<file path="src/rtl/alu_muldiv_unit_pkg.sv">
// Shared definitions for the HI/LO multiply/divide unit: funct codes,
// the R-type ALUOp class and the sequencing state encoding.
package alu_muldiv_unit_pkg;

  localparam logic [5:0] MFHI  = 6'b010000;
  localparam logic [5:0] MTHI  = 6'b010001;
  localparam logic [5:0] MFLO  = 6'b010010;
  localparam logic [5:0] MTLO  = 6'b010011;
  localparam logic [5:0] MULT  = 6'b011000;
  localparam logic [5:0] MULTU = 6'b011001;
  localparam logic [5:0] DIV   = 6'b011010;
  localparam logic [5:0] DIVU  = 6'b011011;

  localparam logic [2:0] ALUOP_RTYPE = 3'b010;

  typedef enum logic [1:0] {
    IDLE = 2'd0,
    CALC = 2'd1,
    FIX  = 2'd2
  } state_t;

endpackage

</file>
<file path="src/rtl/alu_muldiv_unit_md_iter_core.sv">
// Iterative datapath: one shift-add multiply step or one restoring divide
// step per cycle on unsigned magnitudes.
// Ports:
//   clk, reset   clock and synchronous active-high reset
//   load         capture operand magnitudes and clear accumulator/counter
//   step         perform one iteration
//   is_div       select divide (1) or multiply (0) for load and step
//   a_mag, b_mag operand magnitudes (multiplicand/dividend, multiplier/divisor)
//   acc, sreg    MUL: product {acc,sreg};  DIV: remainder acc, quotient sreg
//   last         the current step is the final one (count == WIDTH-1)
module md_iter_core #(
  parameter int WIDTH = 32
) (
  input  logic             clk,
  input  logic             reset,
  input  logic             load,
  input  logic             step,
  input  logic             is_div,
  input  logic [WIDTH-1:0] a_mag,
  input  logic [WIDTH-1:0] b_mag,
  output logic [WIDTH-1:0] acc,
  output logic [WIDTH-1:0] sreg,
  output logic             last
);

  localparam int CNT_W = $clog2(WIDTH + 1);

  logic [WIDTH-1:0] addend;
  logic [CNT_W-1:0] count;
  logic [WIDTH:0]   mul_sum;
  logic             div_ge;
  logic [WIDTH-1:0] div_diff;

  // The partial remainder never exceeds WIDTH bits after a subtract, so the
  // difference can be formed modulo 2^WIDTH from the shifted remainder.
  always_comb begin
    mul_sum  = {1'b0, acc} + (sreg[0] ? {1'b0, addend} : '0);
    div_ge   = ({acc, sreg[WIDTH-1]} >= {1'b0, addend});
    div_diff = {acc[WIDTH-2:0], sreg[WIDTH-1]} - addend;
  end

  assign last = (count == CNT_W'(WIDTH - 1));

  always_ff @(posedge clk) begin
    if (reset) begin
      acc    <= '0;
      sreg   <= '0;
      addend <= '0;
      count  <= '0;
    end else if (load) begin
      acc    <= '0;
      count  <= '0;
      sreg   <= is_div ? a_mag : b_mag;
      addend <= is_div ? b_mag : a_mag;
    end else if (step) begin
      count <= count + CNT_W'(1);
      if (is_div) begin
        if (div_ge) begin
          acc  <= div_diff;
          sreg <= {sreg[WIDTH-2:0], 1'b1};
        end else begin
          acc  <= {acc[WIDTH-2:0], sreg[WIDTH-1]};
          sreg <= {sreg[WIDTH-2:0], 1'b0};
        end
      end else begin
        acc  <= mul_sum[WIDTH:1];
        sreg <= {mul_sum[0], sreg[WIDTH-1:1]};
      end
    end
  end

endmodule

</file>
<file path="src/rtl/alu_muldiv_unit.sv">
// HI/LO multiply/divide unit beside the EX-stage ALU. Decodes MULT(U),
// DIV(U), MFHI/MFLO/MTHI/MTLO and owns the HI/LO registers.
// Ports:
//   clk, reset     clock and synchronous active-high reset
//   start, ALUOp,  issue strobe and decode fields (start honoured only for
//   Funct          R-type ALUOp and a recognised funct while idle)
//   op_a, op_b     rs / rt operands
//   ready, busy    unit availability / MULT-DIV in flight
//   done, div_zero completion pulse and divide-by-zero flag
//   result         MFHI/MFLO read mux
//   hi, lo         architectural HI/LO
//
// state | meaning
// IDLE  | waiting for issue; MTHI/MTLO write here
// CALC  | WIDTH iterations in the core
// FIX   | sign correction and HI/LO write-back
module alu_muldiv_unit
  import alu_muldiv_unit_pkg::*;
#(
  parameter int WIDTH = 32
) (
  input  logic             clk,
  input  logic             reset,
  input  logic             start,
  input  logic [3:0]       ALUOp,
  input  logic [5:0]       Funct,
  input  logic [WIDTH-1:0] op_a,
  input  logic [WIDTH-1:0] op_b,
  output logic             ready,
  output logic             busy,
  output logic             done,
  output logic             div_zero,
  output logic [WIDTH-1:0] result,
  output logic [WIDTH-1:0] hi,
  output logic [WIDTH-1:0] lo
);

  state_t           state;
  logic             op_div, sgn_res, sgn_rem, dz;
  logic             is_rtype, dec_md, dec_signed, accept;
  logic             a_neg, b_neg, last;
  logic [WIDTH-1:0] a_mag, b_mag, acc, sreg;
  logic [WIDTH-1:0] q_fix, r_fix;
  logic [2*WIDTH-1:0] prod_fix;
  logic             unused_aluop;

  assign unused_aluop = ALUOp[3];

  assign is_rtype   = (ALUOp[2:0] == ALUOP_RTYPE);
  assign dec_md     = (Funct[5:2] == 4'b0110);
  assign dec_signed = ~Funct[0];
  assign accept     = (state == IDLE) && start && is_rtype;

  assign a_neg = dec_signed & op_a[WIDTH-1];
  assign b_neg = dec_signed & op_b[WIDTH-1];
  assign a_mag = a_neg ? -op_a : op_a;
  assign b_mag = b_neg ? -op_b : op_b;

  md_iter_core #(.WIDTH(WIDTH)) u_core (
    .clk    (clk),
    .reset  (reset),
    .load   (accept && dec_md),
    .step   (state == CALC),
    .is_div (accept ? Funct[1] : op_div),
    .a_mag  (a_mag),
    .b_mag  (b_mag),
    .acc    (acc),
    .sreg   (sreg),
    .last   (last)
  );

  // Remainder follows the dividend sign; with a zero divisor the remainder
  // magnitude is the dividend magnitude, so this restores op_a exactly.
  always_comb begin
    prod_fix = sgn_res ? -{acc, sreg} : {acc, sreg};
    q_fix    = sgn_res ? -sreg : sreg;
    r_fix    = sgn_rem ? -acc : acc;
  end

  assign ready = ~busy;

  always_ff @(posedge clk) begin
    if (reset) begin
      state    <= IDLE;
      busy     <= 1'b0;
      done     <= 1'b0;
      div_zero <= 1'b0;
      hi       <= '0;
      lo       <= '0;
      op_div   <= 1'b0;
      sgn_res  <= 1'b0;
      sgn_rem  <= 1'b0;
      dz       <= 1'b0;
    end else begin
      done     <= 1'b0;
      div_zero <= 1'b0;
      case (state)
        IDLE: begin
          if (accept) begin
            if (dec_md) begin
              state   <= CALC;
              busy    <= 1'b1;
              op_div  <= Funct[1];
              sgn_res <= a_neg ^ b_neg;
              sgn_rem <= a_neg;
              dz      <= (op_b == '0);
            end else if (Funct == MTHI) begin
              hi <= op_a;
            end else if (Funct == MTLO) begin
              lo <= op_a;
            end
          end
        end
        CALC: if (last) state <= FIX;
        FIX: begin
          state    <= IDLE;
          busy     <= 1'b0;
          done     <= 1'b1;
          div_zero <= op_div & dz;
          if (op_div) begin
            lo <= dz ? '1 : q_fix;
            hi <= r_fix;
          end else begin
            hi <= prod_fix[2*WIDTH-1:WIDTH];
            lo <= prod_fix[WIDTH-1:0];
          end
        end
        default: state <= IDLE;
      endcase
    end
  end

  always_comb begin
    result = '0;
    if (Funct == MFHI)      result = hi;
    else if (Funct == MFLO) result = lo;
  end

endmodule

</file>
<file path="config.mk">
export PLATFORM = sky130hd
export DESIGN_NAME = alu_muldiv_unit
export DESIGN_NICKNAME = d
export VERILOG_FILES = /design/src/rtl/alu_muldiv_unit_pkg.sv /design/src/rtl/alu_muldiv_unit_md_iter_core.sv /design/src/rtl/alu_muldiv_unit.sv
export SDC_FILE = /design/constraint.sdc
export NUM_CORES = 1
export LEC_CHECK = 0
export CORE_UTILIZATION = 50
export DETAILED_ROUTE_END_ITERATION = 7
export PLACE_DENSITY = 0.72
export SYNTH_ARGS = -nofsm -noshare
export SYNTH_HDL_FRONTEND = slang
export SYNTH_SLANG_ARGS = --single-unit
</file>
<file path="constraint.sdc">
create_clock -name clk -period 3.9 [get_ports clk]
set_clock_uncertainty 0.05 [all_clocks]
set_input_delay 1.17 -clock clk [delete_from_list [all_inputs] [get_ports clk]]
set_output_delay 1.17 -clock clk [all_outputs]
set_load 0.02 [all_outputs]
</file>
; Yosys cells after proc, flatten, opt, wreduce, memory -nomap -nowiden
; Index checks and enable logic that the tools add are counted.
[totals]
register_bits = 175
input_bits = 77
elab_cells = 97
[op_classes]
bitwise_logic = 7
addsub = 8
reduce_logical = 14
muxes = 37
n_lt_le_gt_ge = 1
n_eq_ne = 16
[ops]
columns = operator, count
row1 = 32-bit two-way mux, 24
row2 = 32-bit negation, 4
row3 = 32-bit case mux with 2 select lines, 2
row4 = 64-bit two-way mux, 1
row5 = 64-bit negation, 1
row6 = 32-bit by 33-bit adder with 33-bit output, 1
row7 = 33-bit by 32-bit greater-or-equal comparator with 1-bit output, 1
row8 = 32-bit logical NOT, 1
row9 = 32-bit subtractor, 1
row10 = 6-bit by 5-bit equality test with 1-bit output (second input constant), 5
row11 = 2-bit inequality test (second input constant), 5
row12 = 3-bit AND reduction, 3
row13 = 6-bit by 1-bit adder with 6-bit output (second input constant), 1
row14 = 2-bit two-way mux, 3
row15 = 1-bit two-way mux, 5
row16 = 5-bit AND reduction, 1
row17 = 4-bit by 3-bit equality test with 1-bit output (second input constant), 1
row18 = 2-bit by 1-bit inequality test with 1-bit output (second input constant), 2
row19 = 2-bit case mux with 2 select lines, 1
row20 = 4-bit AND reduction, 1
row21 = 2-bit nonzero test, 2
row22 = 2-bit OR reduction, 2
row23 = 1-bit bitwise AND, 3
row24 = 3-bit by 2-bit equality test with 1-bit output (second input constant), 1
row25 = 7 further kinds, 11

; Longest topological paths before layout
[logic_depth]
depth_word = 7
mapped_depth = 14
depth_no_buf = 13

; Cells and area by module
; From an unflattened synthesis, not the netlist that was laid out.
[unflattened]
cells_unflattened = 2107
hier_area_um2 = 16196.8
[by_module_without_submodules]
columns = module, cells_per_inst, area_per_inst_um2, seq_area_each_um2, n_inst
row1 = md_iter_core, 1135, 9012.4, 2042.0, 1
row2 = alu_muldiv_unit, 972, 7184.4, 1461.4, 1

; Worst setup path after synthesis
; OpenSTA, ideal clock, no wires.
[synth_timing]
path_type = input port to flip-flop
from = in op_a[2]
to = reg u_core.sreg[26]
path_buffers = 1
setup_ps = 114
slack_ps = 299
arrival_ps = 3437
stages = 9
t_required_ps = 3736
cell_sequence = clkbuf_1 nor4_1 nand3_1 o41ai_2 o21ai_0 xnor2_1 nor2_1 a211oi_1 a2111oi_0
[synth_between]
elab_chain_cells = 4
[synth_rtl]
columns = item, line
row1 = from (decl), alu_muldiv_unit.sv:27  ; input logic [WIDTH-1:0] op_a,
row2 = 32-bit negation, alu_muldiv_unit.sv:56  ; assign a_mag = a_neg ? -op_a : op_a;
row3 = 32-bit two-way mux, alu_muldiv_unit.sv:56
row4 = 32-bit two-way mux, alu_muldiv_unit_md_iter_core.sv:53  ; sreg <= is_div ? a_mag : b_mag;
row5 = 32-bit two-way mux, alu_muldiv_unit_md_iter_core.sv:50  ; end else if (load) begin
row6 = to (signal assigned), alu_muldiv_unit_md_iter_core.sv:53
row7 = to (signal assigned), alu_muldiv_unit_md_iter_core.sv:60  ; sreg <= {sreg[WIDTH-2:0], 1'b1};
row8 = to (signal assigned), alu_muldiv_unit_md_iter_core.sv:63  ; sreg <= {sreg[WIDTH-2:0], 1'b0};
row9 = to (decl), alu_muldiv_unit_md_iter_core.sv:22  ; output logic [WIDTH-1:0] sreg,
; No other way between the ends.
; A chain may end at the register's enable or synchronous reset.

; Worst setup path in the final report
[layout_timing]
from = in op_a[21]
to = reg u_core.addend[30]
[layout_between]
elab_chain_cells = 3
[layout_rtl]
columns = item, line
row1 = 32-bit negation, alu_muldiv_unit.sv:56
row2 = 32-bit two-way mux, alu_muldiv_unit.sv:56
row3 = 32-bit two-way mux, alu_muldiv_unit_md_iter_core.sv:54  ; addend <= is_div ? b_mag : a_mag;
row4 = to (signal assigned), alu_muldiv_unit_md_iter_core.sv:54
row5 = to (decl), alu_muldiv_unit_md_iter_core.sv:28  ; logic [WIDTH-1:0] addend;
; No other way between the ends.

==> out/results.txt <==
For this run, the total global-route usage over all layers was measured as 39.2%. The endpoint arrival time on the critical path was 4.14 ns; the share of async-settable or async-resettable flops after synthesis was 0%. TritonCTS built the clock tree. The post-route antenna net violation count is 0. For this run, the post-layout net count is 2508. Setup repair after global routing could not meet its margin everywhere. The tools report the timing startpoint of the critical path as op_a[21]. After synthesis, the mean cell area works out to 7.30 µm². The first detailed-routing pass ran for 6 iterations. Counting every instance in the synthesized netlist gives 2089.

For this design the ratio of total power to cell area is 226 nW/µm². Level count of the clock H-tree: 4. The cell taking the most area after synthesis is sky130_fd_sc_hd__dfxtp_1. The number of maximum-capacitance constraint violations came out at 0. Counting flops with a built-in enable in the synthesized netlist gives 0. Timing analysis after detailed placement gives a worst setup slack of -0.506 ns. In the routed layout, each cell is associated on average with a via count of 6.31. Derived from the worst setup path, the maximum achievable clock frequency is 0.257 GHz. The congestion estimate from routability-driven global placement came to 0.993.

The worst setup path is of the in2reg kind. IR analysis of the VDD net gives a maximum drop of 0.000287 V. The area of the core region came out at 29800 µm².

The endpoint of the most critical setup path was u_core.addend[30]. The DRC violation total after the first TritonRoute iteration was 2359. The height of the die came out at 177 µm. The flow ran to the end, and the final reports show no timing, DRC or antenna violations. The floorplan die area came out at 31200 µm². The dominant synthesized flop cell was sky130_fd_sc_hd__dfxtp_1. Detailed placement ended at an HPWL of 48.3 mm. The die is 177 µm wide. 177 I/O pins were placed. Cells with a size suffix above 1 make up 14.7% of the layout. Static leakage: 8.21 nW. Compared with the post-synthesis result, the final layout area differs by 26.1%.

On the critical path the largest part of the delay comes from simple AND/OR/NAND/NOR gates. The reg-to-reg endpoint was hi[24]. CTS saw 175 sinks. The total setup violations reported at the end of the flow was 0.

Entering global routing, the biggest net connects 91 pins. The required time at the endpoint of the critical path was 4.15 ns; the number of CTS-inserted buffers was 17. The quantity of I/O buffers inserted on ports is 175, and the global-route wire length before repair is 93.1 mm. The fraction of the cycle the final worst path needs was 99.7%. Clock-pin slew was measured on the worst setup and hold paths at 0.07 ns. The signal on the critical path passes through clkdlybuf4s50_1, or4_1, nor4_2, buf_4, or3b_2, nor4_1, o21ai_0, xor2_1, buf_4, buf_4, o211ai_1, a21oi_1. In this run the worst path has a maximum fanout of 3. The logs give 0.404 ns for the post-route worst hold slack and 0 for the post-route DRC violation count. The post-synthesis register bit count is 175. Delay of the slowest cell on the worst path: 0.58 ns.

The tools report the critical path capture point type as a flip-flop. The worst register-to-register path has a setup slack of 0.29 ns. The tools report the startpoint of the worst register-to-register path as u_core.sreg[12].

The remaining max-slew budget at the tightest pin was 26.4%. Counting both buffers and inverters, the worst setup path holds a total of 4. For the pin with the worst max-slew slack, the measured transition is 1.10 ns. The number of antenna violations at the first check in global routing is 0, and the overall power after layout is 4.34 mW. The cell occurring most often along the worst timing path was sky130_fd_sc_hd__buf_4. The sequential element share of the synthesized area came out at 23.0%.

Max-slew violation count: 0. The min-delay analysis places its worst path in the category reg2reg. The area of the mapped netlist is 15200 µm², and the depth of the worst register-to-register path is 8. The routed design has 61.8 mm of wire. After clock tree synthesis, the flow added hold-fix buffers numbering 0. The clock latency of the later-clocked register in the worst-skew pair was 0.47 ns; the logic depth of the worst path, buffers included was 12. The tools report the post-synthesis net count as 2237.

The count of unique library cells instantiated by Yosys is 85. The run gives 0 as the final count of hold timing violations. By area the synthesized netlist is led by sky130_fd_sc_hd__dfxtp_1, sky130_fd_sc_hd__nand2_1, sky130_fd_sc_hd__a21oi_1. For this configuration, the core starts out at a cell density of 51.2%. The cell with the biggest individual delay on the critical path is sky130_fd_sc_hd__or4_1. The tools report the setup slack after layout as 0.0114 ns. For this block, the via count after detailed routing is 17400.

The number of antenna diodes in the final layout is 0. For the number of global-route vias before repair, the log shows 15800. The worst setup path is launched from an input port. The global-route congestion overflow total is 0, and the total number of yosys warnings is 0.

After floorplanning, the core was divided into 63 placement rows. Subtracting the final worst setup slack from the clock period gives 3.89 ns. After detailed routing, the average wire length per cell comes to 22.4 µm.

Summed over its instances, the top area cell type makes up 23.0% of the synthesized netlist area. The tools report the buffer cell driving the clock tree root as sky130_fd_sc_hd__clkbuf_16. No sink is reached through more buffers than the 2 on the longest clock path.
-- tightest hold or removal path: stages, from the launching register on --
cell,delay [ns]
sky130_fd_sc_hd__dfxtp_1,0.31
sky130_fd_sc_hd__nand2_1,0.05
sky130_fd_sc_hd__a21oi_1,0.05
-- metrics by stage --
step / cells / utilization (%) / setup TNS, ns / cell area [µm²]
detailed placement: 2728 / 62.6 / -20.51 / 18600
global route: 2763 / 64.5 / -0.267 / 19200
floorplan: 2089 / - / 0 / 15200
finish: 2763 / 64.5 / 0 / 19200
global placement: 2728 / 62.6 / -20.45 / 18600
CTS: 2760 / 64.1 / 0 / 19100
-- Yosys cell counts (6+ instances only) --
cell type,instances
sky130_fd_sc_hd__a2111oi_0,29
sky130_fd_sc_hd__a211oi_1,18
sky130_fd_sc_hd__a21o_1,32
sky130_fd_sc_hd__a21oi_1,197
sky130_fd_sc_hd__a221oi_1,38
sky130_fd_sc_hd__a311oi_1,21
sky130_fd_sc_hd__a31oi_1,19
sky130_fd_sc_hd__and2_1,12
sky130_fd_sc_hd__and3_1,8
sky130_fd_sc_hd__buf_1,13
sky130_fd_sc_hd__clkbuf_1,121
sky130_fd_sc_hd__clkbuf_8,8
sky130_fd_sc_hd__dfxtp_1,175
sky130_fd_sc_hd__ha_1,69
sky130_fd_sc_hd__inv_1,54
sky130_fd_sc_hd__mux2_2,14
sky130_fd_sc_hd__mux2i_1,89
sky130_fd_sc_hd__nand2_1,288
sky130_fd_sc_hd__nand2b_1,14
sky130_fd_sc_hd__nand3_1,46
sky130_fd_sc_hd__nand4_1,15
sky130_fd_sc_hd__nor2_1,231
sky130_fd_sc_hd__nor2b_1,18
sky130_fd_sc_hd__nor3_1,37
sky130_fd_sc_hd__nor4_1,14
sky130_fd_sc_hd__nor4b_1,6
sky130_fd_sc_hd__o211ai_1,39
sky130_fd_sc_hd__o21a_1,13
sky130_fd_sc_hd__o21ai_0,119
sky130_fd_sc_hd__o21bai_1,6
sky130_fd_sc_hd__o22ai_1,7
sky130_fd_sc_hd__o31ai_1,22
sky130_fd_sc_hd__o41ai_1,10
sky130_fd_sc_hd__or3_1,16
sky130_fd_sc_hd__or4_1,11
sky130_fd_sc_hd__xnor2_1,74
sky130_fd_sc_hd__xor2_1,98
-- cell usage in the layout (no fill, tap or decap), drive strengths merged, types with 7 or more instances in the layout --
cell           instances
a31oi                 19
nor2b                 18
nor4b                  7
nand2b                15
dfxtp                175
o41ai                 11
nor4                  14
inv                   57
a21o                  32
or4                   13
buf                  263
o31ai                 22
a21oi                198
clkdlybuf4s50        140
mux2                  14
and2                  12
nor3                  37
nor2                 231
a311oi                21
a2111oi               29
o211ai                39
nand3                 46
mux2i                 89
or3                   19
and3                   8
a221oi                38
o21a                  13
clkbuf                21
xnor2                 74
ha                    69
o22ai                  7
o21ai                123
xor2                  98
a211oi                18
nand2                288
nand4                 15
-- timing repair --
action                                  CTS  global route
gates resized for setup                 130            24
endpoints found under the setup margin   32            27
gates cloned                              0             0
pin swaps                                 1             3
setup buffers                             0             3
-- cells by family (layout without fill, tap and decap cells) --
| kind of cell | count (synthesis) | after routing | share of synthesized area (%) |
|---|---|---|---|
| compound gates | 617 | 617 | 26.3 |
| xor+xnor | 172 | 172 | 9.88 |
| fa+ha+maj | 71 | 71 | 5.92 |
| buf+inv | 207 | 491 | 6.02 |
| flops | 175 | 175 | 23.0 |
| mux | 103 | 103 | 6.88 |
| simple gates | 744 | 744 | 22.0 |
-- metal layers --
| metal | global-route usage [%] | wire, µm | vias to the layer above |
|---|---|---|---|
| met3 | 8.27 | 6400 | 134 |
| li1 | - | - | 8095 |
| met5 | 0 | 0 | - |
| met2 | 58.8 | 26500 | 937 |
| met1 | 54.4 | 26500 | 8272 |
| met4 | 15.6 | 2380 | 0 |
-- final cells by class --
cell class / instances / area, µm²
Multi-Input combinational cell: 1707 / 10900
Fill cell: 2755 / 10600
Sequential cell: 175 / 3500
Timing Repair Buffer: 404 / 3460
Tap cell: 390 / 488
Clock buffer: 21 / 470
Inverter: 55 / 206
Clock inverter: 11 / 153
-- report_power, final --
group	leakage (nW)	internal (mW)	total [mW]	switching, mW
Sequential	1.41	1.79	1.80	0.00722
Clock	0.297	1.07	1.88	0.816
Combinational	6.50	0.283	0.664	0.381
Total	8.21	3.14	4.34	1.20
-- state kept, by name, indices dropped and copies added (netlist names) --
register,cells
dz,1
u_core.count,6
u_core.acc,32
u_core.sreg,32
div_zero,1
state,2
sgn_rem,1
u_core.addend,32
lo,32
sgn_res,1
op_div,1
done,1
busy,1
hi,32
-- worst min-delay path by stage --
stage                      start                end  slack, ns  depth (start not counted)
6_report        u_core.addend[1]   u_core.addend[1]       0.40                          2
4_1_cts         u_core.addend[1]   u_core.addend[1]       0.41                          2
2_1_floorplan  u_core.addend[10]  u_core.addend[10]       0.38                          2
3_3_place_gp   u_core.addend[14]  u_core.addend[14]       0.39                          2
5_1_grt        u_core.addend[24]  u_core.addend[24]       0.42                          2
3_5_place_dp    u_core.addend[1]   u_core.addend[1]       0.40                          2
(Power assumes the default switching activity.)
